**config.mk**
```make
export PLATFORM = sky130hd
export DESIGN_NAME = multi_channel_counter_display_flat
export DESIGN_NICKNAME = d
export VERILOG_FILES = /design/src/rtl/multi_channel_counter_display_if.sv /design/src/rtl/multi_channel_counter_display.sv /design/src/flat_wrapper.sv
export SDC_FILE = /design/constraint.sdc
export NUM_CORES = 1
export LEC_CHECK = 0
export ABC_AREA = 1
export BUFFER_PORTS_ARGS = -buffer_cell sky130_fd_sc_hd__buf_2
export CAP_MARGIN = 20
export CORE_AREA = 2 2 95 97
export DETAILED_ROUTE_END_ITERATION = 8
export DIE_AREA = 0 0 97 99
export PLACE_DENSITY = 0.79
export SLEW_MARGIN = 0
export SYNTH_ARGS = -nofsm -noshare
export SYNTH_HDL_FRONTEND = slang
export SYNTH_SLANG_ARGS = --single-unit
```
**constraint.sdc**
```tcl
create_clock -name clk -period 2.1 [get_ports clk]
set_input_delay 0.105 -clock clk [delete_from_list [all_inputs] [get_ports clk]]
set_output_delay 0.105 -clock clk [all_outputs]
set_load 0.05 [all_outputs]
```
**src/rtl/multi_channel_counter_display_if.sv**
```systemverilog
// multi_channel_counter_display_if: button pulses in, counts and 7-segment drive out
interface multi_channel_counter_display_if #(
    parameter int NUM_CH = 4,
    parameter int DIGITS = 2
);
    logic [NUM_CH-1:0]          inc;
    logic [NUM_CH-1:0]          dec;
    logic [NUM_CH-1:0]          clr;
    logic [NUM_CH*DIGITS*4-1:0] count;
    logic [NUM_CH-1:0]          ovf;
    logic [NUM_CH*DIGITS-1:0]   anode;
    logic [7:0]                 cathode;
    modport master (output inc, dec, clr, input count, ovf, anode, cathode);
    modport slave  (input inc, dec, clr, output count, ovf, anode, cathode);
endinterface

```
**src/rtl/multi_channel_counter_display.sv**
```systemverilog
// multi_channel_counter_display: NUM_CH up/down HEX/DEC counters scanned onto one 7-segment bank
// Build option: define MCD_LEADING_ZERO_BLANK_EN to blank each channel's leading zero digits
module multi_channel_counter_display #(
    parameter int                NUM_CH    = 4,
    parameter int                DIGITS    = 2,
    parameter logic [NUM_CH-1:0] MODE_HEX  = 4'b0101,
    parameter int                CLK_PER   = 10,
    parameter int                REFR_RATE = 1000,
    parameter int                SCAN_CYC  = (1_000_000_000 / CLK_PER) / (REFR_RATE * NUM_CH * DIGITS)
) (
    input logic clk,
    input logic CPU_RESETN,
    multi_channel_counter_display_if.slave bus
);
    localparam int CW    = DIGITS * 4;
    localparam int TOTAL = NUM_CH * DIGITS;
    localparam int TW    = $clog2(SCAN_CYC);
    localparam int IW    = (TOTAL > 1) ? $clog2(TOTAL) : 1;
    localparam logic [6:0] GLYPH [16] = '{
        7'h40, 7'h79, 7'h24, 7'h30, 7'h19, 7'h12, 7'h02, 7'h78,
        7'h00, 7'h10, 7'h08, 7'h03, 7'h46, 7'h21, 7'h06, 7'h0E
    };

    // One ripple step of a multi-digit count; the extra top bit flags a full wrap
    function automatic logic [CW:0] step(input logic [CW-1:0] v, input logic up, input logic hex);
        logic [3:0] lim;
        logic [3:0] nib;
        logic       rip;
        lim  = hex ? 4'hF : 4'h9;
        rip  = 1'b1;
        step = '0;
        for (int i = 0; i < DIGITS; i++) begin
            nib = v[i*4 +: 4];
            step[i*4 +: 4] = !rip ? nib :
                             up   ? ((nib == lim)  ? 4'h0 : nib + 4'h1) :
                                    ((nib == 4'h0) ? lim  : nib - 4'h1);
            rip = rip && (up ? (nib == lim) : (nib == 4'h0));
        end
        step[CW] = rip;
    endfunction

    logic [TOTAL*4-1:0] cnt_all;
    logic [NUM_CH-1:0]  ovf_all;

    for (genvar c = 0; c < NUM_CH; c++) begin : g_ch
        logic [CW-1:0] cnt;
        logic          ov;
        logic [CW:0]   up_v;
        logic [CW:0]   dn_v;
        assign up_v = step(cnt, 1'b1, MODE_HEX[c]);
        assign dn_v = step(cnt, 1'b0, MODE_HEX[c]);
        // Channel counter: clear wins, inc with dec holds, a wrap latches the sticky overflow
        always_ff @(posedge clk or negedge CPU_RESETN) begin
            if (!CPU_RESETN) begin
                cnt <= '0;
                ov  <= 1'b0;
            end else if (bus.clr[c]) begin
                cnt <= '0;
                ov  <= 1'b0;
            end else if (bus.inc[c] && !bus.dec[c]) begin
                cnt <= up_v[CW-1:0];
                ov  <= ov | up_v[CW];
            end else if (bus.dec[c] && !bus.inc[c]) begin
                cnt <= dn_v[CW-1:0];
                ov  <= ov | dn_v[CW];
            end
        end
        assign cnt_all[c*CW +: CW] = cnt;
        assign ovf_all[c]          = ov;
    end

    // Slot k shows nibble k of the packed counts, so per-slot attributes are static wiring
    logic [TOTAL-1:0] blank;
    logic [TOTAL-1:0] dp;
    for (genvar k = 0; k < TOTAL; k++) begin : g_slot
        assign dp[k] = (k % DIGITS == 0) && ovf_all[k / DIGITS];
`ifdef MCD_LEADING_ZERO_BLANK_EN
        assign blank[k] = (k % DIGITS != 0) && (cnt_all[k*4 +: (DIGITS - k % DIGITS) * 4] == '0);
`else
        assign blank[k] = 1'b0;
`endif
    end

    logic [TW-1:0]    timer;
    logic [IW-1:0]    idx;
    logic [TOTAL-1:0] anode;
    logic [7:0]       cathode;

    // Slot timer and index; the display registers sample the current slot only on terminal count
    always_ff @(posedge clk or negedge CPU_RESETN) begin
        if (!CPU_RESETN) begin
            timer   <= '0;
            idx     <= '0;
            anode   <= '1;
            cathode <= 8'hFF;
        end else if (timer == TW'(SCAN_CYC - 1)) begin
            timer   <= '0;
            idx     <= (idx == IW'(TOTAL - 1)) ? '0 : idx + IW'(1);
            anode   <= ~(TOTAL'(1) << idx);
            cathode <= {~dp[idx], blank[idx] ? 7'h7F : GLYPH[cnt_all[idx*4 +: 4]]};
        end else begin
            timer <= timer + TW'(1);
        end
    end

    assign bus.count   = cnt_all;
    assign bus.ovf     = ovf_all;
    assign bus.anode   = anode;
    assign bus.cathode = cathode;
endmodule
```
**src/flat_wrapper.sv**
```systemverilog
// flat-port wrapper written by rule: the top's interface ports become plain ports
module multi_channel_counter_display_flat 
#(
    parameter int                NUM_CH    = 4,
    parameter int                DIGITS    = 2,
    parameter logic [NUM_CH-1:0] MODE_HEX  = 4'b0101,
    parameter int                CLK_PER   = 10,
    parameter int                REFR_RATE = 1000,
    parameter int                SCAN_CYC  = (1_000_000_000 / CLK_PER) / (REFR_RATE * NUM_CH * DIGITS)
)
  (clk, CPU_RESETN, bus_inc, bus_dec, bus_clr, bus_count, bus_ovf, bus_anode, bus_cathode);
  multi_channel_counter_display_if #(.NUM_CH(NUM_CH), .DIGITS(DIGITS)) bus_i ();
  input logic clk;
  input logic CPU_RESETN;
  input wire logic [$bits(bus_i.inc)-1:0] bus_inc;
  input wire logic [$bits(bus_i.dec)-1:0] bus_dec;
  input wire logic [$bits(bus_i.clr)-1:0] bus_clr;
  output wire logic [$bits(bus_i.count)-1:0] bus_count;
  output wire logic [$bits(bus_i.ovf)-1:0] bus_ovf;
  output wire logic [$bits(bus_i.anode)-1:0] bus_anode;
  output wire logic [$bits(bus_i.cathode)-1:0] bus_cathode;
  assign bus_i.inc = bus_inc;
  assign bus_i.dec = bus_dec;
  assign bus_i.clr = bus_clr;
  assign bus_count = bus_i.count;
  assign bus_ovf = bus_i.ovf;
  assign bus_anode = bus_i.anode;
  assign bus_cathode = bus_i.cathode;
  multi_channel_counter_display #(.NUM_CH(NUM_CH), .DIGITS(DIGITS), .MODE_HEX(MODE_HEX), .CLK_PER(CLK_PER), .REFR_RATE(REFR_RATE), .SCAN_CYC(SCAN_CYC)) u_core (.clk(clk), .CPU_RESETN(CPU_RESETN), .bus(bus_i));
endmodule
```
# After elaboration in Yosys (flattened, before gate mapping)
# Memories as Yosys holds them, arrays and structs flattened.
# Cells that the tools add are included.
[op_classes]
n_addsub = 18
magnitude_cmp = 2
n_eq_ne = 14
shift = 2
mux = 56
n_bitwise = 11
reduce_logical = 44
[ops]
columns = ["cell", "count"]
rows = [
  ["$mux W4", 24],
  ["$mux W8", 12],
  ["$add A4 B1 Y4 const B", 8],
  ["$eq A4 B4 Y1 const B", 8],
  ["$logic_not A4 Y1", 8],
  ["$shiftx A32 B6 Y4", 1],
  ["$sub A4 B1 Y4 const B", 8],
  ["$reduce_bool A3 Y1", 8],
  ["$mux W7", 3],
  ["$logic_and A1 B1 Y1", 16],
  ["$add A14 B1 Y14 const B", 1],
  ["$eq A14 B14 Y1 const B", 1],
  ["$mux W1", 14],
  ["$mux W14", 1],
  ["$ne A3 B2 Y1 const B", 4],
  ["$reduce_and A3 Y1", 4],
  ["$logic_not A1 Y1", 8],
  ["$not A8 Y8", 1],
  ["$or A1 B1 Y1", 8],
  ["$shl A1 B3 Y8 const A", 1],
  ["$ge A5 B5 Y1 const B", 1],
  ["$not A4 Y5", 1],
  ["$lt A3 B4 Y1 const B", 1],
  ["$add A3 B1 Y3 const B", 1],
  ["4 further kinds", 4],
]
[word_totals]
register_bits = 69
mem_bits_ro = 120
in_bits = 14
output_inout_bits = 52
wordCells = 165
mem_count = 2
[memory_table]
columns = ["memory", "depth", "width", "rd", "rd_clocked_by_memory_dff", "wr", "line_no", "rtl"]
rows = [
  ["(name not given)", 16, 7, 1, 0, 0, "multi_channel_counter_display.sv:100", "cathode <= {~dp[idx], blank[idx] ? 7'h7F : GLYPH[cnt_all[idx*4 +: 4]]};"],
  ["(name not given)", 8, 1, 1, 0, 0, "multi_channel_counter_display.sv:100", ""],
]

# Longest topological paths before layout
# Gate-level depths: netlist of the first run.
[depth]
depth_word = 6
depth_mapped = 15
depth_no_buf = 14

# Least setup slack after synthesis of the first run
# Ideal clock, no wire load.
[synth_timing]
kind = "register to register"
start = "register u_core.g_ch[3].cnt[0]"
end = "register u_core.cathode[3], in the netlist u_core.bus.cathode[3]"
setup_ns = 0.075
arrival_ns = 1.863
required_ns = 2.025
setup_slack_ns = 0.161
path_stages_with_launch = 14
period_less_slack_ns = 1.939
path_cell_list = "dfrtp_1 > inv_1 > nand2_1 > nand3_1 > nand2_1 > nand2_1 > nand2_1 > inv_2 > ha_1 > nand3_1 > nand3_1 > nand2_1 > nand2_1 > nand2_1"
[synth_between]
elab_chain_len = 6
[synth_lines]
columns = ["item", "line_no", "rtl"]
rows = [
  ["start, declared", "multi_channel_counter_display.sv:46", "logic [CW-1:0] cnt;"],
  ["start signal, assigned", "multi_channel_counter_display.sv:61", "cnt <= up_v[CW-1:0];"],
  ["start signal, assigned", "multi_channel_counter_display.sv:64", "cnt <= dn_v[CW-1:0];"],
  ["$shiftx A32 B6 Y4", "multi_channel_counter_display.sv:100", ""],
  ["$not A4 Y5 (implied by the code)", "multi_channel_counter_display.sv:100", ""],
  ["$mem_v2 Z16 W7", "n/a", ""],
  ["$mux W7 (implied by the code) (2 in a row)", "multi_channel_counter_display.sv:100", ""],
  ["$mux W7", "multi_channel_counter_display.sv:100", ""],
  ["end signal, assigned", "multi_channel_counter_display.sv:100", ""],
  ["end, declared", "multi_channel_counter_display.sv:87", "logic [7:0] cathode;"],
]
# Every way passes these cells. The select of a mux whose other input is x is not followed.
# A chain may end at the register's enable or synchronous reset.

# Worst setup path after layout of the first run
[layout_timing]
start = "register u_core.g_ch[3].cnt[0]"
end = "register u_core.g_ch[3].cnt[7]"
[layout_between]
elab_chain_len = 3
word_cells_on_any_way = 5
cone_classes = "eq/ne: 2; reduce/logical: 3"
[layout_lines]
columns = ["item"]
rows = [
  ["$eq A4 B4 Y1 or $logic_not A4 Y1 (tied branches)"],
  ["$ne A3 B2 Y1 (no source line) or $reduce_bool A3 Y1 (tied branches)"],
  ["$reduce_and A3 Y1 (no source line) *"],
]
# Mark *: on every way between the ends. The rest lies on a longest branch, timed or not.

==> qor.log, run 1 <==
INFO  status         status=complete, no violations
INFO  worst_setup_path worst_ep_required_time=2.35ns
INFO  routing        detail-route-antenna-nets=0
INFO  placed_design  routabilityCongestion=0.951
INFO  sta            period_needed=1.91ns
INFO  yosys          most_area_hungry_cell_type_in_the_yosys_netlist=sky130_fd_sc_hd__dfrtp_1
INFO  yosys          yosysSeqAreaShare=35.7%
INFO  finish         final-seq-area=1750um2
INFO  worst_hold_path hold_class=in2reg
INFO  yosys          syn_area=4890um2
INFO  cts            clock_sinks=69
INFO  power_and_ir_drop internal_power=2.71mW
INFO  flow_run       cap_viol_max_count=0
INFO  finish         drive_gt1_share=18.6%
INFO  cts            clk_root_buffer_cell=sky130_fd_sc_hd__clkbuf_8
INFO  yosys          synth.top_cells.by_count=sky130_fd_sc_hd__nand2_1, sky130_fd_sc_hd__inv_1, sky130_fd_sc_hd__nand3_1
INFO  cts            insertion_delay_of_the_later_clocked_pin_in_the_worst_skew_pair=0.36ns
INFO  yosys          mapped_avg_cell_area=7.29um2
INFO  placed_design  dp_cells=839
INFO  worst_setup_path critical_path.endpoint_type=flop
INFO  floorplan      die_height=99um
INFO  sta            finalWorstSetupSlack=0.189ns
INFO  yosys          mappedNetlistNets=716
INFO  floorplan      initial_utilization=57.2%
INFO  power_and_ir_drop power.share.combinational=48.5%
INFO  worst_setup_path cp_data_arrival_time=2.16ns
INFO  finish         post_layout_nonfiller_instances=859
INFO  yosys          synth_warnings=0
INFO  yosys          post-synth-top-area-fraction=27.1%
INFO  yosys          synthDistinctLibCells=41
INFO  worst_setup_path start_kind=flop
INFO  finish         diodes=0
INFO  sta            clock-skew-final=0.0126ns
INFO  placed_design  dp.final_hpwl=8850um
INFO  yosys          post_synth_edffs=0
INFO  cts            cts.clk_slew.worst_paths=0.08ns
INFO  grt            grt_antenna_before_repair=0
INFO  routing        route.detailed.drc=0
INFO  grt            globalRouteOverflowTotal=0
INFO  yosys          synth-main-ff-cell=sky130_fd_sc_hd__dfrtp_1
INFO  routing        firstDrtPassIters=5
INFO  placed_design  portBuffers=65
INFO  power_and_ir_drop netSwitchingFraction=50.3%
INFO  floorplan      core=8550um2
INFO  grt            first_global_vias=4,489
INFO  placed_design  area_after_dpl=5320um2
INFO  finish         num-nets-final=792
INFO  finish         multi_input_comb_area=2670um2
INFO  sta            fmaxAchievable=523MHz
INFO  sta            slew_violations=0
INFO  yosys          postSynthRegisterBits=69
INFO  routing        detail_route.vias_per_cell=5.53
INFO  worst_setup_path critPathLaunch=u_core.g_ch[3].cnt[0]
INFO  power_and_ir_drop power.density=982nW/um2
INFO  finish         final_core_util=64.9%
INFO  grt            globalRouteTotalUtil=25.4%
INFO  sta            timing_worst_slew_pin_value=0.571ns
INFO  cts            tritoncts=built
INFO  cts            cts_htree_levels=3
INFO  cts            cts-buffers-inserted=9
INFO  floorplan      ios=66
INFO  routing        final_wirelength=11,800um
INFO  power_and_ir_drop irDropWorstVdd=566uV
INFO  finish         final.fill_count=763
INFO  worst_setup_path worstPathMaxFanout=8
INFO  floorplan      core.rowCount=34
INFO  cts            cts_max_path_buffers=2
INFO  yosys          synth_area_leaders=sky130_fd_sc_hd__dfrtp_1, sky130_fd_sc_hd__nand2_1, sky130_fd_sc_hd__dfstp_2
INFO  sta            finalSetupViolations=0
INFO  worst_setup_path r2r_start=u_core.g_ch[3].cnt[0]
INFO  yosys          synth-async-reset-ratio=100%
INFO  floorplan      die_area=9600um2
INFO  finish         synthToLayoutAreaGrowth=13.5%
INFO  yosys          yosysMostFrequentCell=sky130_fd_sc_hd__nand2_1
INFO  worst_setup_path crit_type=reg2reg
INFO  sta            max_slew_headroom_at_the_worst_pin=61.9%
INFO  grt            wire_length_of_the_first_global_routing_pass=20,300um
INFO  cts            post_cts.repair.setup_buffers=0
INFO  power_and_ir_drop share_seq_of_total_power=33.2%
INFO  power_and_ir_drop p_leak=2.91nW
INFO  sta            finalCritPeriodShare=91.0%
INFO  power_and_ir_drop net-switching-power=2.74mW
INFO  power_and_ir_drop power.clock.fraction=18.3%
INFO  routing        drt_first_iter_violations=280
INFO  sta            timing.setup.tns=0ns
INFO  routing        num_vias=4,749
INFO  worst_hold_path hold_path_startpoint=bus_clr[0]
INFO  floorplan      die_outline_width=97um
INFO  sta            setup_repair_after_global_routing_missed_its_margin=false
INFO  yosys          synth_cells=670
INFO  placed_design  worst_setup_slack_post_dpl=0.201ns
INFO  sta            hold_viol=0
INFO  grt            largest_net_degree_at_the_start_of_global_routing=27
INFO  finish         post-route-cell-area=5550um2
INFO  routing        routedWlPerCell=13.7um
[state kept, by name (all words and copies together) (netlist names)]
register and cells:
u_core.g_ch.cnt 32, u_core.timer 14, u_core.bus.anode 8, u_core.bus.cathode 8, u_core.g_ch.ov 4, u_core.idx 3
[area by class of cell]
cell class,instances,share of cell area [%]
multi-input cells,488,48.2
flip-flops and latches,69,31.5
repair buffers,79,7.94
inverters,99,6.81
well taps,108,2.44
clock buffers,9,2.23
clock inverters,7,0.902
[per-stage QoR]
step	hold slack, ns	total power [mW]
after global placement	0.0977	4.38
after detailed placement	0.0978	4.43
after global routing	0.0291	5.84
after floorplan	-0.191	3.81
after CTS	0.0150	5.44
final	0.0209	5.45
[kinds of logic (layout without fill, tap and decap cells)]
| kind of cell | after synthesis | count (layout) | synth area share (%) |
|---|---|---|---|
| and+or+nand+nor | 310 | 310 | 28.6 |
| adders and majority gates | 32 | 32 | 8.19 |
| muxes | 2 | 2 | 0.410 |
| buffers and inverters | 113 | 194 | 9.68 |
| xor gates and xnor gates | 16 | 16 | 2.87 |
| DFF | 69 | 69 | 35.7 |
| AOI/OAI and AO/OA | 128 | 128 | 14.5 |
[repair_timing]
| action | 4_1_cts | 5_1_grt |
|---|---|---|
| endpoints found under the hold margin | 19 | 0 |
| resized for setup | 0 | 4 |
| hold buffers | 4 | 0 |
| endpoints found under the setup margin | 0 | 6 |
[cell usage in the layout (no fill, tap or decap), drive strengths merged, types with 7 or more instances in the layout]
| cell type | Yosys | layout |
|---|---|---|
| nand3 | 71 | 71 |
| clkbuf | 1 | 9 |
| inv | 98 | 98 |
| dfrtp | 53 | 53 |
| o22ai | 8 | 8 |
| dfstp | 16 | 16 |
| nor3 | 13 | 13 |
| nand2 | 152 | 152 |
| clkinv | 1 | 7 |
| ha | 32 | 32 |
| a21oi | 31 | 31 |
| a31oi | 14 | 14 |
| o21ai | 62 | 62 |
| nor2 | 61 | 61 |
| xnor2 | 7 | 7 |
| buf | 13 | 75 |
| xor2 | 9 | 9 |
[metal layers]
metal / wire, um / GRT usage [%] / vias to the layer above
met3: 673 / 4.47 / 24
met1: 5400 / 34.0 / 2211
met5: 0 / 0 / -
met2: 5500 / 41.8 / 152
met4: 187 / 8.88 / 0
li1: - / - / 2362
[power by group through the flow]
| stage | Clock (mW) | Sequential [mW] | Combinational, mW |
|---|---|---|---|
| CTS | 1.02 | 1.81 | 2.62 |
| global placement | 0 | 1.82 | 2.56 |
| finish | 0.998 | 1.81 | 2.64 |
| global route | 1.07 | 1.85 | 2.91 |
| floorplan | 0 | 2.45 | 1.36 |
| detailed placement | 0 | 1.83 | 2.60 |
[worst paths after layout]
kind	slack, ns	end	cells after the start
setup / recovery	0.19	u_core.g_ch[3].cnt[7]	9
hold / removal	0.02	u_core.g_ch[0].ov	2
setup reg to reg	0.19	u_core.g_ch[3].cnt[7]	9
hold reg to reg	0.47	u_core.bus.cathode[6]	2
max in group asynchronous	1.11	u_core.idx[0]	3
min in group asynchronous	0.23	u_core.g_ch[1].cnt[0]	2
[critical path: stages, from the launching register on]
cell	delay [ns]
sky130_fd_sc_hd__dfrtp_1	0.44
sky130_fd_sc_hd__inv_1	0.17
sky130_fd_sc_hd__ha_1	0.22
sky130_fd_sc_hd__inv_1	0.07
sky130_fd_sc_hd__nor3_2	0.17
sky130_fd_sc_hd__nor2_1	0.14
sky130_fd_sc_hd__nor3_4	0.32
sky130_fd_sc_hd__nand3_1	0.11
sky130_fd_sc_hd__o21ai_0	0.10
sky130_fd_sc_hd__inv_1	0.06
No activity file was read; power rests on OpenSTA's default activity.
==> run 2: changes to the inputs <==
BUFFER_PORTS_ARGS = not set   (was -buffer_cell sky130_fd_sc_hd__buf_2)
CORE_AREA = 2 2 94 96   (was 2 2 95 97)
DIE_AREA = 0 0 96 98   (was 0 0 97 99)
DONT_BUFFER_PORTS = 1   (was not set)
PLACE_DENSITY = 0.74   (was 0.79)
==> qor.log, run 2 (synthesized netlist as in run 1, its figures left out) <==
INFO  cts            cts.clk_slew.worst_paths=0.09ns
INFO  worst_setup_path start_kind=flop
INFO  sta            finalSetupViolations=0
INFO  floorplan      die_outline_width=96um
INFO  grt            globalRouteTotalUtil=26.8%
INFO  sta            slew_violations=0
INFO  power_and_ir_drop overall_power=5.81mW
INFO  finish         drive_gt1_share=14.5%
INFO  finish         diodes=0
INFO  worst_setup_path cp_data_arrival_time=2.17ns
INFO  sta            timing_worst_slew_pin_value=0.621ns
INFO  finish         max_flop_register=u_core.g_ch.cnt
INFO  worst_setup_path worst_ep_required_time=2.41ns
INFO  grt            wire_length_of_the_first_global_routing_pass=20,200um
INFO  power_and_ir_drop p_leak=2.78nW
INFO  finish         post_layout_nonfiller_instances=826
INFO  grt            globalRouteOverflowTotal=0
INFO  grt            largest_net_degree_at_the_start_of_global_routing=70
INFO  cts            post_cts.repair.setup_buffers=0
INFO  floorplan      die_area=9410um2
INFO  floorplan      core.rowCount=34
INFO  floorplan      initial_utilization=57.7%
INFO  finish         final.fill_count=728
INFO  cts            tritoncts=built
INFO  power_and_ir_drop irDropWorstVdd=552uV
INFO  worst_setup_path crit_type=reg2reg
INFO  sta            finalCritPeriodShare=88.6%
INFO  routing        num_vias=4,649
INFO  sta            hold_viol=0
INFO  sta            setup_repair_after_global_routing_missed_its_margin=false
INFO  grt            first_global_vias=4,391
INFO  status         status=complete, no violations
INFO  placed_design  routabilityCongestion=0.904
INFO  floorplan      die_height=98um
INFO  cts            cts_htree_levels=3
INFO  worst_setup_path worstPathMaxFanout=18
INFO  worst_setup_path reg2regPathDepth=12
INFO  sta            clock-skew-final=0.0149ns
INFO  routing        firstDrtPassIters=4
INFO  worst_hold_path min_delay_path_depth=3
INFO  routing        final_wirelength=11,700um
INFO  floorplan      ios=66
INFO  routing        route.detailed.drc=0
INFO  power_and_ir_drop power.density=1050nW/um2
INFO  sta            timing.setup.tns=0ns
INFO  sta            period_needed=1.86ns
INFO  placed_design  dp_cells=804
INFO  routing        drt_first_iter_violations=231
INFO  cts            cts-buffers-inserted=9
INFO  cts            cts_max_path_buffers=2
INFO  floorplan      core=8470um2
INFO  sta            fmaxAchievable=538MHz
INFO  finish         final_cell_mix=sky130_fd_sc_hd__nand2_1, sky130_fd_sc_hd__inv_1, sky130_fd_sc_hd__nand3_1, sky130_fd_sc_hd__nor2_1, sky130_fd_sc_hd__o21ai_0
INFO  finish         largest_register_ffs=32
INFO  sta            max_slew_headroom_at_the_worst_pin=58.6%
INFO  worst_setup_path critical_path.endpoint_type=flop
INFO  routing        detail_route.vias_per_cell=5.63
INFO  routing        routedWlPerCell=14.1um
INFO  finish         reg.largest.list=u_core.g_ch.cnt (32), u_core.timer (14)
INFO  finish         num-nets-final=759
INFO  cts            clock_sinks=69
INFO  grt            grt_antenna_before_repair=0
INFO  cts            clk_root_buffer_cell=sky130_fd_sc_hd__clkbuf_8
INFO  cts            insertion_delay_of_the_later_clocked_pin_in_the_worst_skew_pair=0.35ns
INFO  flow_run       cap_viol_max_count=0
INFO  finish         final_common_cell=sky130_fd_sc_hd__nand2_1
INFO  placed_design  dp.final_hpwl=8700um
INFO  worst_hold_path hold_class=in2reg
INFO  placed_design  portBuffers=0
INFO  finish         synthToLayoutAreaGrowth=13.7%
INFO  routing        detail-route-antenna-nets=0
==> run 2: changes by cell type in the layout (fill, tap and decap cells not counted), sizes merged <==
cell         delta
buf            -34
bufinv          +2
clkinv          -5
clkinvlp        +1
dlygate4sd3     +1
inv             +2
==> run 2: per-layer routing <==
layer	GRT usage [%]	vias up	wire length, um
met1	36.1	2206	5220
met5	0	-	0
li1	-	2292	-
met2	42.9	136	5680
met3	4.94	15	582
met4	9.78	0	195
==> run 2: where the power goes <==
group | internal, mW | total, mW | switching [mW]
clock | 0.675 | 1.24 | 0.562
sequential | 1.53 | 1.72 | 0.196
combinational | 0.852 | 2.85 | 2.00
==> run 2: what timing repair did <==
action                                  CTS  global route
hold endpoints to repair                 88             0
hold buffers                              6             0
endpoints found under the setup margin    0             5
resized for setup                         0             3
==> run 2: path summary, 6_finish.rpt <==
path	from	end	slack, ns
setup / recovery	u_core.idx[0]	u_core.bus.cathode[1]	0.24
hold / removal	bus_clr[0]	u_core.g_ch[0].cnt[5]	0.01
setup reg to reg	u_core.idx[0]	u_core.bus.cathode[1]	0.24
hold reg to reg	u_core.timer[0]	u_core.timer[0]	0.46
max in group asynchronous	CPU_RESETN	u_core.bus.cathode[4]	1.45
min in group asynchronous	CPU_RESETN	u_core.g_ch[3].cnt[7]	0.33
==> run 2: area by class of cell <==
class	count	area (um2)	share of cell area (%)
multi-input cells	488	2670	48.1
flip-flops and latches	69	1750	31.5
repair buffers	46	403	7.25
inverters	99	377	6.78
well taps	108	135	2.43
clock buffers	9	124	2.23
clock inverters	7	97.6	1.76
==> run 2: per-stage QoR <==
step	util (%)	setup slack, ns	area [um2]	hold WS, ns
6_report	65.6	0.240	5560	0.00992
5_1_grt	65.6	0.0138	5560	0.0477
3_5_place_dp	62.0	0.144	5250	-0.189
3_3_place_gp	62.0	0.233	5250	-0.189
4_1_cts	65.5	0.133	5550	0.00965
2_1_floorplan	-	0.161	4890	-0.191
==> run 2: worst max-delay path: stages (launching register included) <==
cell and delay, ns:
sky130_fd_sc_hd__dfrtp_2 0.48, sky130_fd_sc_hd__buf_12 0.17, sky130_fd_sc_hd__nand2_1 0.06, sky130_fd_sc_hd__nand3_1 0.07, sky130_fd_sc_hd__nand2_1 0.07, sky130_fd_sc_hd__nand2_1 0.05
sky130_fd_sc_hd__nand2_1 0.19, sky130_fd_sc_hd__inv_2 0.08, sky130_fd_sc_hd__ha_1 0.28, sky130_fd_sc_hd__nand3_1 0.10, sky130_fd_sc_hd__a21oi_1 0.14, sky130_fd_sc_hd__nand2_1 0.07
sky130_fd_sc_hd__nand2_1 0.05
